## src/rtl/cond_unit_it_pkg.sv

```systemverilog
// Shared definitions for the condition unit: ARM condition codes, flag bit
// positions inside the {Q,N,Z,C,V} register and the IT sequencer state.
package cond_pkg;

   localparam logic [3:0] COND_EQ = 4'h0;
   localparam logic [3:0] COND_NE = 4'h1;
   localparam logic [3:0] COND_CS = 4'h2;
   localparam logic [3:0] COND_CC = 4'h3;
   localparam logic [3:0] COND_MI = 4'h4;
   localparam logic [3:0] COND_PL = 4'h5;
   localparam logic [3:0] COND_VS = 4'h6;
   localparam logic [3:0] COND_VC = 4'h7;
   localparam logic [3:0] COND_HI = 4'h8;
   localparam logic [3:0] COND_LS = 4'h9;
   localparam logic [3:0] COND_GE = 4'hA;
   localparam logic [3:0] COND_LT = 4'hB;
   localparam logic [3:0] COND_GT = 4'hC;
   localparam logic [3:0] COND_LE = 4'hD;
   localparam logic [3:0] COND_AL = 4'hE;
   localparam logic [3:0] COND_NV = 4'hF;

   localparam int FLAG_Q = 4;
   localparam int FLAG_N = 3;
   localparam int FLAG_Z = 2;
   localparam int FLAG_C = 1;
   localparam int FLAG_V = 0;

   typedef enum logic {
      IT_IDLE   = 1'b0,
      IT_ACTIVE = 1'b1
   } it_state_e;

endpackage

```

## src/rtl/cond_unit_it_if.sv

```systemverilog
// Decode-side bundle of the condition unit: instruction control in, condition
// result, architectural flags and IT status out.
interface cond_unit_it_if #(
   parameter int IT_DEPTH = 4
) ();

   logic                InstrValid;
   logic                Stall;
   logic [3:0]          Cond;
   logic [4:0]          ALUFlags;
   logic [1:0]          FlagWrite;
   logic                Saturated;
   logic                QClear;
   logic                ITStart;
   logic [3:0]          ITFirstCond;
   logic [IT_DEPTH-1:0] ITMask;
   logic                CondEx;
   logic [4:0]          Flags;
   logic                InIT;
   logic                ITFault;

   modport master (
      output InstrValid, Stall, Cond, ALUFlags, FlagWrite, Saturated, QClear,
             ITStart, ITFirstCond, ITMask,
      input  CondEx, Flags, InIT, ITFault
   );

   modport slave (
      input  InstrValid, Stall, Cond, ALUFlags, FlagWrite, Saturated, QClear,
             ITStart, ITFirstCond, ITMask,
      output CondEx, Flags, InIT, ITFault
   );

endinterface

```

## src/rtl/cond_unit_it_eval.sv

```systemverilog
// Combinational ARM condition check of a 4-bit condition against {N,Z,C,V}.
module cond_eval
   import cond_pkg::*;
(
   input  logic [3:0] cond_i,
   input  logic [3:0] nzcv_i,
   output logic       pass_o
);

   logic n, z, c, v;

   assign n = nzcv_i[FLAG_N];
   assign z = nzcv_i[FLAG_Z];
   assign c = nzcv_i[FLAG_C];
   assign v = nzcv_i[FLAG_V];

   always_comb begin
      // NOTE: every output gets a default first so no path leaves it unassigned (no latch).
      pass_o = 1'b1;
      case (cond_i)
         COND_EQ: pass_o = z;
         COND_NE: pass_o = ~z;
         COND_CS: pass_o = c;
         COND_CC: pass_o = ~c;
         COND_MI: pass_o = n;
         COND_PL: pass_o = ~n;
         COND_VS: pass_o = v;
         COND_VC: pass_o = ~v;
         COND_HI: pass_o = c & ~z;
         COND_LS: pass_o = ~c | z;
         COND_GE: pass_o = (n == v);
         COND_LT: pass_o = (n != v);
         COND_GT: pass_o = ~z & (n == v);
         COND_LE: pass_o = z | (n != v);
         default: pass_o = 1'b1;
      endcase
   end

endmodule

```

## src/rtl/cond_unit_it.sv

```systemverilog
// Condition unit: {Q,N,Z,C,V} flag register with condition-gated writes, sticky
// saturation flag and an IT-block sequencer overriding Cond for following instructions.
module cond_unit_it
   import cond_pkg::*;
#(
   parameter int IT_DEPTH = 4,
   parameter bit STICKY_Q = 1'b1
) (
   input  logic            clk,
   input  logic            reset,
   cond_unit_it_if.slave   cu
);

   logic [4:0]          flags_q, flags_d;
   it_state_e           state_q, state_d;
   logic [3:1]          base_q, base_d;
   logic [IT_DEPTH:0]   run_q, run_d;
   logic                fault_q, fault_d;

   logic                active;
   logic                adv;
   logic                it_instr;
   logic                upd;
   logic                cond_ex;
   logic                mask_zero;
   logic                last_slot;
   logic [3:0]          eff_cond;

   assign active    = (state_q == IT_ACTIVE);
   assign eff_cond  = active ? {base_q, run_q[IT_DEPTH]} : cu.Cond;
   assign adv       = cu.InstrValid & ~cu.Stall;
   // The IT instruction that opens a block is unconditional and never writes flags.
   assign it_instr  = ~active & cu.ITStart;
   assign upd       = adv & cond_ex & ~it_instr;
   assign mask_zero = (cu.ITMask == '0);
   assign last_slot = (run_q[IT_DEPTH-2:0] == '0);

   cond_eval u_cond_eval (
      .cond_i (eff_cond),
      .nzcv_i (flags_q[3:0]),
      .pass_o (cond_ex)
   );

   always_comb begin
      flags_d = flags_q;
      if (upd & cu.FlagWrite[1]) begin
         flags_d[FLAG_N] = cu.ALUFlags[FLAG_N];
         flags_d[FLAG_Z] = cu.ALUFlags[FLAG_Z];
      end
      if (upd & cu.FlagWrite[0]) begin
         flags_d[FLAG_C] = cu.ALUFlags[FLAG_C];
         flags_d[FLAG_V] = cu.ALUFlags[FLAG_V];
      end
      if (upd & cu.Saturated) begin
         flags_d[FLAG_Q] = STICKY_Q ? 1'b1 : cu.ALUFlags[FLAG_Q];
      end else if (adv & cu.QClear) begin
         flags_d[FLAG_Q] = 1'b0;
      end
   end

   always_comb begin
      state_d = state_q;
      base_d  = base_q;
      run_d   = run_q;
      fault_d = 1'b0;
      if (adv) begin
         case (state_q)
            IT_IDLE: begin
               if (cu.ITStart) begin
                  if (mask_zero) begin
                     fault_d = 1'b1;
                  end else begin
                     state_d = IT_ACTIVE;
                     base_d  = cu.ITFirstCond[3:1];
                     run_d   = {cu.ITFirstCond[0], cu.ITMask};
                  end
               end
            end
            IT_ACTIVE: begin
               // A nested IT request is refused but still consumes its block slot.
               fault_d = cu.ITStart;
               if (last_slot) begin
                  state_d = IT_IDLE;
                  base_d  = '0;
                  run_d   = '0;
               end else begin
                  run_d = {run_q[IT_DEPTH-1:0], 1'b0};
               end
            end
            default: state_d = IT_IDLE;
         endcase
      end
   end

   // NOTE: state registers use non-blocking assignments so every flop samples pre-edge values.
   always_ff @(posedge clk or negedge reset) begin
      if (!reset) begin
         flags_q <= '0;
         state_q <= IT_IDLE;
         base_q  <= '0;
         run_q   <= '0;
         fault_q <= 1'b0;
      end else begin
         flags_q <= flags_d;
         state_q <= state_d;
         base_q  <= base_d;
         run_q   <= run_d;
         fault_q <= fault_d;
      end
   end

   assign cu.CondEx  = cond_ex;
   assign cu.Flags   = flags_q;
   assign cu.InIT    = active;
   assign cu.ITFault = fault_q;

endmodule

```

## src/flat_wrapper.sv

```systemverilog
// flat-port wrapper written by rule: the top's interface ports become plain ports
module cond_unit_it_flat import cond_pkg::*;
#(
   parameter int IT_DEPTH = 4,
   parameter bit STICKY_Q = 1'b1
)
  (clk, reset, cu_InstrValid, cu_Stall, cu_Cond, cu_ALUFlags, cu_FlagWrite, cu_Saturated, cu_QClear, cu_ITStart, cu_ITFirstCond, cu_ITMask, cu_CondEx, cu_Flags, cu_InIT, cu_ITFault);
  cond_unit_it_if #(.IT_DEPTH(IT_DEPTH)) cu_i ();
  input  logic clk;
  input  logic reset;
  input wire logic [$bits(cu_i.InstrValid)-1:0] cu_InstrValid;
  input wire logic [$bits(cu_i.Stall)-1:0] cu_Stall;
  input wire logic [$bits(cu_i.Cond)-1:0] cu_Cond;
  input wire logic [$bits(cu_i.ALUFlags)-1:0] cu_ALUFlags;
  input wire logic [$bits(cu_i.FlagWrite)-1:0] cu_FlagWrite;
  input wire logic [$bits(cu_i.Saturated)-1:0] cu_Saturated;
  input wire logic [$bits(cu_i.QClear)-1:0] cu_QClear;
  input wire logic [$bits(cu_i.ITStart)-1:0] cu_ITStart;
  input wire logic [$bits(cu_i.ITFirstCond)-1:0] cu_ITFirstCond;
  input wire logic [$bits(cu_i.ITMask)-1:0] cu_ITMask;
  output wire logic [$bits(cu_i.CondEx)-1:0] cu_CondEx;
  output wire logic [$bits(cu_i.Flags)-1:0] cu_Flags;
  output wire logic [$bits(cu_i.InIT)-1:0] cu_InIT;
  output wire logic [$bits(cu_i.ITFault)-1:0] cu_ITFault;
  assign cu_i.InstrValid = cu_InstrValid;
  assign cu_i.Stall = cu_Stall;
  assign cu_i.Cond = cu_Cond;
  assign cu_i.ALUFlags = cu_ALUFlags;
  assign cu_i.FlagWrite = cu_FlagWrite;
  assign cu_i.Saturated = cu_Saturated;
  assign cu_i.QClear = cu_QClear;
  assign cu_i.ITStart = cu_ITStart;
  assign cu_i.ITFirstCond = cu_ITFirstCond;
  assign cu_i.ITMask = cu_ITMask;
  assign cu_CondEx = cu_i.CondEx;
  assign cu_Flags = cu_i.Flags;
  assign cu_InIT = cu_i.InIT;
  assign cu_ITFault = cu_i.ITFault;
  cond_unit_it #(.IT_DEPTH(IT_DEPTH), .STICKY_Q(STICKY_Q)) u_core (.clk(clk), .reset(reset), .cu(cu_i));
endmodule
```

## config.mk

```make
export PLATFORM = sky130hd
export DESIGN_NAME = cond_unit_it_flat
export DESIGN_NICKNAME = d
export VERILOG_FILES = /design/src/rtl/cond_unit_it_pkg.sv /design/src/rtl/cond_unit_it_if.sv /design/src/rtl/cond_unit_it_eval.sv /design/src/rtl/cond_unit_it.sv /design/src/flat_wrapper.sv
export SDC_FILE = /design/constraint.sdc
export NUM_CORES = 1
export LEC_CHECK = 0
export BUFFER_PORTS_ARGS = -buffer_cell sky130_fd_sc_hd__buf_4
export CAP_MARGIN = 0
export CORE_MARGIN = 4
export CORE_UTILIZATION = 25
export CTS_CLUSTER_DIAMETER = 150
export DETAILED_ROUTE_END_ITERATION = 7
export PLACE_DENSITY = 0.53
export SYNTH_ARGS = -nofsm -noshare
export SYNTH_HDL_FRONTEND = slang
export SYNTH_SLANG_ARGS = --single-unit
```

## constraint.sdc

```tcl
create_clock -name clk -period 4.4 [get_ports clk]
set_input_delay 1.1 -clock clk [delete_from_list [all_inputs] [get_ports clk]]
set_output_delay 1.1 -clock clk [all_outputs]
set_load 0.005 [all_outputs]
```

==> results of run 1 <==
state kept, by name (all words and copies together), names as in the netlist:
| register | count |
|---|---|
| u_core.cu.Flags | 5 |
| u_core.cu.InIT | 1 |
| u_core.cu.ITFault | 1 |
| u_core.base_q | 3 |
| u_core.run_q | 5 |
metrics by stage:
| step | util [%] | area, sq um |
|---|---|---|
| after global routing | 35.7 | 1210 |
| after detailed placement | 34.9 | 1180 |
| after CTS | 35.7 | 1210 |
| after global placement | 34.9 | 1180 |
| final | 35.7 | 1210 |
| after floorplan | - | 893 |
kinds of logic (layout without fill, tap and decap cells):
group | count (synthesis) | in the layout | share of synthesized area (%)
AND/OR/NAND/NOR | 28 | 28 | 15.3
AO/OA/AOI/OAI | 24 | 24 | 19.7
buffers and inverters | 4 | 39 | 2.52
flip-flops | 15 | 15 | 42.0
multiplexers | 12 | 12 | 17.5
XOR/XNOR | 3 | 3 | 2.94
where the power goes:
group	switching [mW]	leakage, nW	internal, mW
logic	0.172	0.342	0.214
clock network	0.0430	0.0150	0.0352
registers	0.0661	0.190	0.198
layout by cell type (no fill, tap or decap):
cell type,instances
nor2_1,3
mux2i_1,4
mux2i_4,1
o32ai_1,1
and3_1,1
o2bb2ai_2,1
clkbuf_4,3
nand3b_1,1
a211oi_1,1
and2_1,1
xnor2_1,2
nand3_1,4
or3_1,1
a22o_1,4
nor3_1,2
mux2_4,1
o21ai_1,4
nand2b_1,2
xor2_1,1
a21bo_1,1
a21oi_2,2
mux2_1,4
nand2_1,10
dfrtp_1,15
inv_1,2
nor4_1,1
nor2b_1,2
o21ai_0,3
buf_4,33
mux4_2,1
mux2_2,1
clkbuf_1,1
a21oi_1,4
a221o_1,1
a21o_1,1
a32o_1,1
per-layer routing:
| layer | part of all wire, % | wire length, um | vias up |
|---|---|---|---|
| li1 | - | - | 386 |
| met5 | 0 | 0 | - |
| met2 | 48 | 1060 | 19 |
| met3 | 4.7 | 103 | 4 |
| met1 | 45 | 997 | 395 |
| met4 | 1.6 | 36 | 0 |
worst max path at each step:
stage                    start        end  cells past startpoint  slack (ns)
finish              cu_Cond[1]  cu_CondEx                      7        0.74
global route        cu_Cond[1]  cu_CondEx                      7        0.69
CTS                 cu_Cond[1]  cu_CondEx                      7        0.74
detailed placement  cu_Cond[1]  cu_CondEx                      7        0.74
global placement    cu_Cond[1]  cu_CondEx                      7        0.75
floorplan           cu_Cond[1]  cu_CondEx                      5        1.09
layout make-up:
class	instances	area, sq um
Clock buffer	4	26.3
Inverter	2	7.51
Tap cell	46	57.6
Fill cell	344	2180
Sequential cell	15	375
Multi-Input combinational cell	67	495
Timing Repair Buffer	33	248
tightest hold or removal path: cells and delay by family, from the launching register on:
kind,cells,cell delay (ns)
AND/OR/NAND/NOR,1,0.05
AO/OA/AOI/OAI,1,0.06
flip-flops,1,0.34
==> out/results.tsv, run 1 <==
stage	metric	value	unit
run_status	outcome	finished clean	
layout	Layout Nets	148	
yosys	Post-Syn Nets	112	
yosys	Avg Cell Area, Syn	10.4	sq um
worst_hold_path	Min-Delay Endpoint	u_core.run_q[3]$_DFFE_PN0P_	
yosys	Post-synth ARST share	100	%
pwr	leak pwr	0.547	nW
yosys	Synth Cell Area	893	sq um
die	Initial Util	26.4	%
setup_path	crit start category	input port	
setup_path	FF-to-FF End	u_core.cu.Flags[2]$_DFFE_PN0P_	
setup_path	worst-path cell chain	buf_4, mux2_4, mux4_2, xor2_1, o2bb2ai_2, nand2_1, buf_4	
yosys	commonest register cell after synthesis	dfrtp_1	
setup_path	Worst EP required	3.30	ns
global_route	vias in the first global route	795	
setup_path	critical path type	in -> out	
yosys	count leader, synth	dfrtp_1	
routing	Residual DRC	0	
global_route	global route overflow	0	
global_route	Tot GR Track Use	10.2	%
pwr	peak supply drop	184	uV
die	die area	4590	sq um
worst_hold_path	Worst Hold Launch	u_core.run_q[3]$_DFFE_PN0P_	
clocking	H-tree Lvls	1	
setup_path	crit path buf inv count	2	
clocking	CTS resizes	0	
global_route	Top Usage Layer GRT	met2	
clocking	Skew-Pair Late Insertion Delay	0.28	ns
routing	wire per inst	13.1	um
timing	RSZ-0062 raised after global routing	no	
yosys	Gate Count Post-Synth	86	
clocking	hold_buf cts	0	
global_route	antenna violations before repair	0	
run	maximum capacitance violations	0	
routing	drt via density	4.81	
clocking	CTS buffer count	3	
layout	share of cells above drive strength 1	35.5	%
placement	Post-Place Worst Slack	0.745	ns
yosys	Synth area leaders	dfrtp_1 42%, mux2_1 5.0%, mux2i_1 4.5%, nand2_1 4.2%, a22o_1 3.9%	
layout	final non-filler cell total	167	
yosys	Post-synth EDFFs	0	
setup_path	CP most frequent cell	buf_4	
setup_path	CP max FO	3	
setup_path	Reg2Reg Depth	7	
setup_path	Data arrival, critical path	2.56	ns
placement	Port Buffer Count	32	
layout	# diodes	0	
timing	setup_tns	0	ns
clocking	CTS Root Cell	clkbuf_4	
clocking	clock-pin slew on the worst setup and hold paths	0.09	ns
clocking	clock buffer depth	2	
routing	drt total wl	2200	um
die	row count	21	
die	I/O pins	34	
die	DIE HEIGHT	67.8	um
setup_path	flop2flop setup slack	2.13	ns
timing	minimum clock period	3.66	ns
global_route	largest net degree at the start of global routing	17	
timing	setup ws final	0.740	ns
global_route	first-pass GRT wire length	3500	um
timing	Tcrit/Tclk final	83.2	%
timing	Rel. slew slack	57.7	%
die	core area	3390	sq um
yosys	cell type with the largest total area after synthesis	dfrtp_1	
clocking	Setup Fix Bufs, Post-CTS	0	
timing	Max Fclk	273	MHz
timing	Final Hold Fails	0	
clocking	Sink Count	15	
timing	setup violators final	0	
timing	Fin Hold WS	0.482	ns
setup_path	cell family with most CP delay	multiplexers	
yosys	FF+latch count, synth	15	
setup_path	CP max stage delay	0.44	ns
routing	number of detailed-route iterations in the first pass	4	
yosys	YS warnings	0	
routing	DRT iter0 DRCs	45	
yosys	register area share after synthesis	42.0	%
layout	Layout area overhead	35.4	%
pwr	Overall Power	0.729	mW
setup_path	origin of the critical flop-to-flop path	u_core.cu.InIT$_DFFE_PN0P_	
timing	clk_skew	0.00516	ns
global_route	routing usage on met1	13.5	%
placement	GP Congestion	0.793	
placement	hpwl dp	1810	um
pwr	PwrDens	602	nW/um^2
yosys	Commonest cells post-synth	15 x dfrtp_1, 10 x nand2_1	
timing	Final Slew Violations	0	
setup_path	Worst setup EP type	primary output	
die	Die X	67.8	um
timing	pin slew with the least headroom to its limit	0.630	ns
routing	antenna-violating nets left	0	
yosys	synth unique cells	35	
routing	via count	804	
clocking	TritonCTS clock tree	yes	
global_route	GR Layer Usage met2	15.9	%
placement	placed cell count	163	
worst_hold_path	Worst Hold Path Cells	2	
yosys	Synth top area share	42.0	%
setup_path	cell with the biggest individual delay on the critical path	mux4_2	
worst_hold_path	hold crit path type	reg -> reg	
global_route	M3 GR Usage	2.16	%
Power figures use the tool's default switching activity.
==> inputs of run 2 (changes only) <==
==> constraint.sdc (replaced) <==
create_clock -name clk -period 3.38 [get_ports clk]
set_input_delay 0.845 -clock clk [delete_from_list [all_inputs] [get_ports clk]]
set_output_delay 0.845 -clock clk [all_outputs]
set_load 0.005 [all_outputs]
==> out/results.tsv, run 2 (same netlist as run 1, synthesis figures left out) <==
stage	metric	value	unit	change
run_status	outcome	finished clean		
layout	Layout Nets	148		unchanged
global_route	vias in the first global route	798		+0.38%
timing	Tcrit/Tclk final	93.7	%	
setup_path	Worst EP required	2.53	ns	-0.77 ns
layout	Filler Cell Count	345		+0.29%
setup_path	CP max FO	3		unchanged
layout	most frequent cells in the layout	33 x buf_4, 15 x dfrtp_1, 10 x nand2_1		
routing	via count	771		-4.1%
layout	commonest non-fill, non-tap cell in the layout	buf_4		
routing	drt total wl	2220	um	+1.2%
timing	Max Fclk	316	MHz	
timing	setup_tns	0	ns	unchanged
clocking	hold_buf cts	0		unchanged
pwr	peak supply drop	281	uV	+53%
global_route	global route overflow	0		unchanged
timing	minimum clock period	3.17	ns	
clocking	CTS Root Cell	clkbuf_4		
timing	RSZ-0062 raised after global routing	no		
setup_path	FF-to-FF End	u_core.cu.Flags[1]$_DFFE_PN0P_		
die	Die X	67.8	um	unchanged
pwr	PwrDens	782	nW/um^2	+30%
setup_path	flop2flop setup slack	1.02	ns	-1.11 ns
clocking	H-tree Lvls	1		unchanged
routing	wire per inst	13.3	um	+1.2%
timing	clk_skew	0.00839	ns	+0.00323 ns
placement	Post-Place Worst Slack	0.222	ns	-0.523 ns
setup_path	Worst setup EP type	primary output		
global_route	largest net degree at the start of global routing	16		-1
layout	Layout area overhead	35.4	%	unchanged
timing	Final Hold Fails	0		unchanged
setup_path	origin of the critical flop-to-flop path	u_core.cu.InIT$_DFFE_PN0P_		
setup_path	critical path type	in -> out		
clocking	CTS buffer count	3		unchanged
clocking	clock-pin slew on the worst setup and hold paths	0.10	ns	about the same
timing	setup ws final	0.213	ns	-0.527 ns
placement	dpl cell area	1180	sq um	unchanged
die	I/O pins	34		unchanged
global_route	Tot GR Track Use	10.2	%	+0.011 points
setup_path	crit start category	input port		
clocking	Setup Fix Bufs, Post-CTS	0		unchanged
clocking	CTS resizes	0		unchanged
routing	Residual DRC	0		unchanged
clocking	Sink Count	15		unchanged
setup_path	Data arrival, critical path	2.32	ns	-0.24 ns
setup_path	Reg2Reg Depth	6		-1
run	maximum capacitance violations	0		unchanged
routing	number of detailed-route iterations in the first pass	5		+1
placement	GP Congestion	0.816		+2.8%
worst_hold_path	hold crit path type	in -> async		
routing	antenna-violating nets left	0		unchanged
layout	# diodes	0		unchanged
timing	Final Slew Violations	0		unchanged
clocking	clock buffer depth	2		unchanged
timing	setup violators final	0		unchanged
pwr	Overall Power	0.947	mW	+30%
die	DIE HEIGHT	67.8	um	unchanged
timing	pin slew with the least headroom to its limit	0.607	ns	-0.0227 ns
placement	Port Buffer Count	32		unchanged
global_route	antenna violations before repair	0		unchanged
die	Initial Util	26.4	%	unchanged
clocking	TritonCTS clock tree	yes		
die	die area	4590	sq um	unchanged
layout	Design Area, Final	1210	sq um	unchanged
die	row count	21		unchanged
placement	hpwl dp	1780	um	-1.6%
pwr	leak pwr	0.547	nW	unchanged
global_route	first-pass GRT wire length	3530	um	+0.77%
layout	share of cells above drive strength 1	35.5	%	unchanged
routing	drt via density	4.62		-4.1%
clocking	Skew-Pair Late Insertion Delay	0.28	ns	about the same
timing	Rel. slew slack	59.3	%	+1.5 points
die	core area	3390	sq um	unchanged
routing	DRT iter0 DRCs	32		-29%
==> run 2: cell counts in the layout (fill, tap and decap cells not counted) <==
Identical to the previous run, type by type.
==> run 2: layer usage <==
metal | up-vias | global-route usage (%) | wire length [um]
li1 | 389 | - | -
met1 | 361 | 13.6 | 1060
met2 | 21 | 16.0 | 1050
met3 | 0 | 2.50 | 113
met4 | 0 | 3.72 | 0
met5 | - | 0 | 0
==> run 2: how the worst max path moves through the flow <==
stage                                     from        end  cells past startpoint
global route        u_core.cu.InIT$_DFFE_PN0P_  cu_CondEx                      6
finish                              cu_Cond[1]  cu_CondEx                      7
detailed placement                  cu_Cond[1]  cu_CondEx                      7
CTS                 u_core.cu.InIT$_DFFE_PN0P_  cu_CondEx                      6
global placement                    cu_Cond[1]  cu_CondEx                      7
floorplan                           cu_Cond[1]  cu_CondEx                      5
==> run 2: through the flow <==
step,instances,util [%],hold WS (ns)
finish,167,35.7,0.399
global route,167,35.7,0.403
CTS,167,35.7,0.401
detailed placement,163,34.9,0.473
global placement,163,34.9,0.462
floorplan,86,-,0.442
==> run 2: report_power, final <==
| group | switching [mW] | internal (mW) | leakage [nW] |
|---|---|---|---|
| sequential | 0.0958 | 0.258 | 0.190 |
| combinational | 0.210 | 0.278 | 0.342 |
| clock | 0.0582 | 0.0458 | 0.0150 |
| total | 0.364 | 0.582 | 0.547 |
==> run 2: critical path: stages <==
cell and delay (ns):
buf_4 0.12, mux2_4 0.29, mux4_2 0.44, xor2_1 0.18
o2bb2ai_2 0.17, nand2_1 0.11, buf_4 0.15
==> run 2: final cells by class <==
class,instances,area [sq um],share of cell area (%)
Clock buffer,4,26.3,2.17
Inverter,2,7.51,0.620
Multi-Input combinational cell,67,495,41.0
Sequential cell,15,375,31.0
Tap cell,46,57.6,4.76
Timing Repair Buffer,33,248,20.5
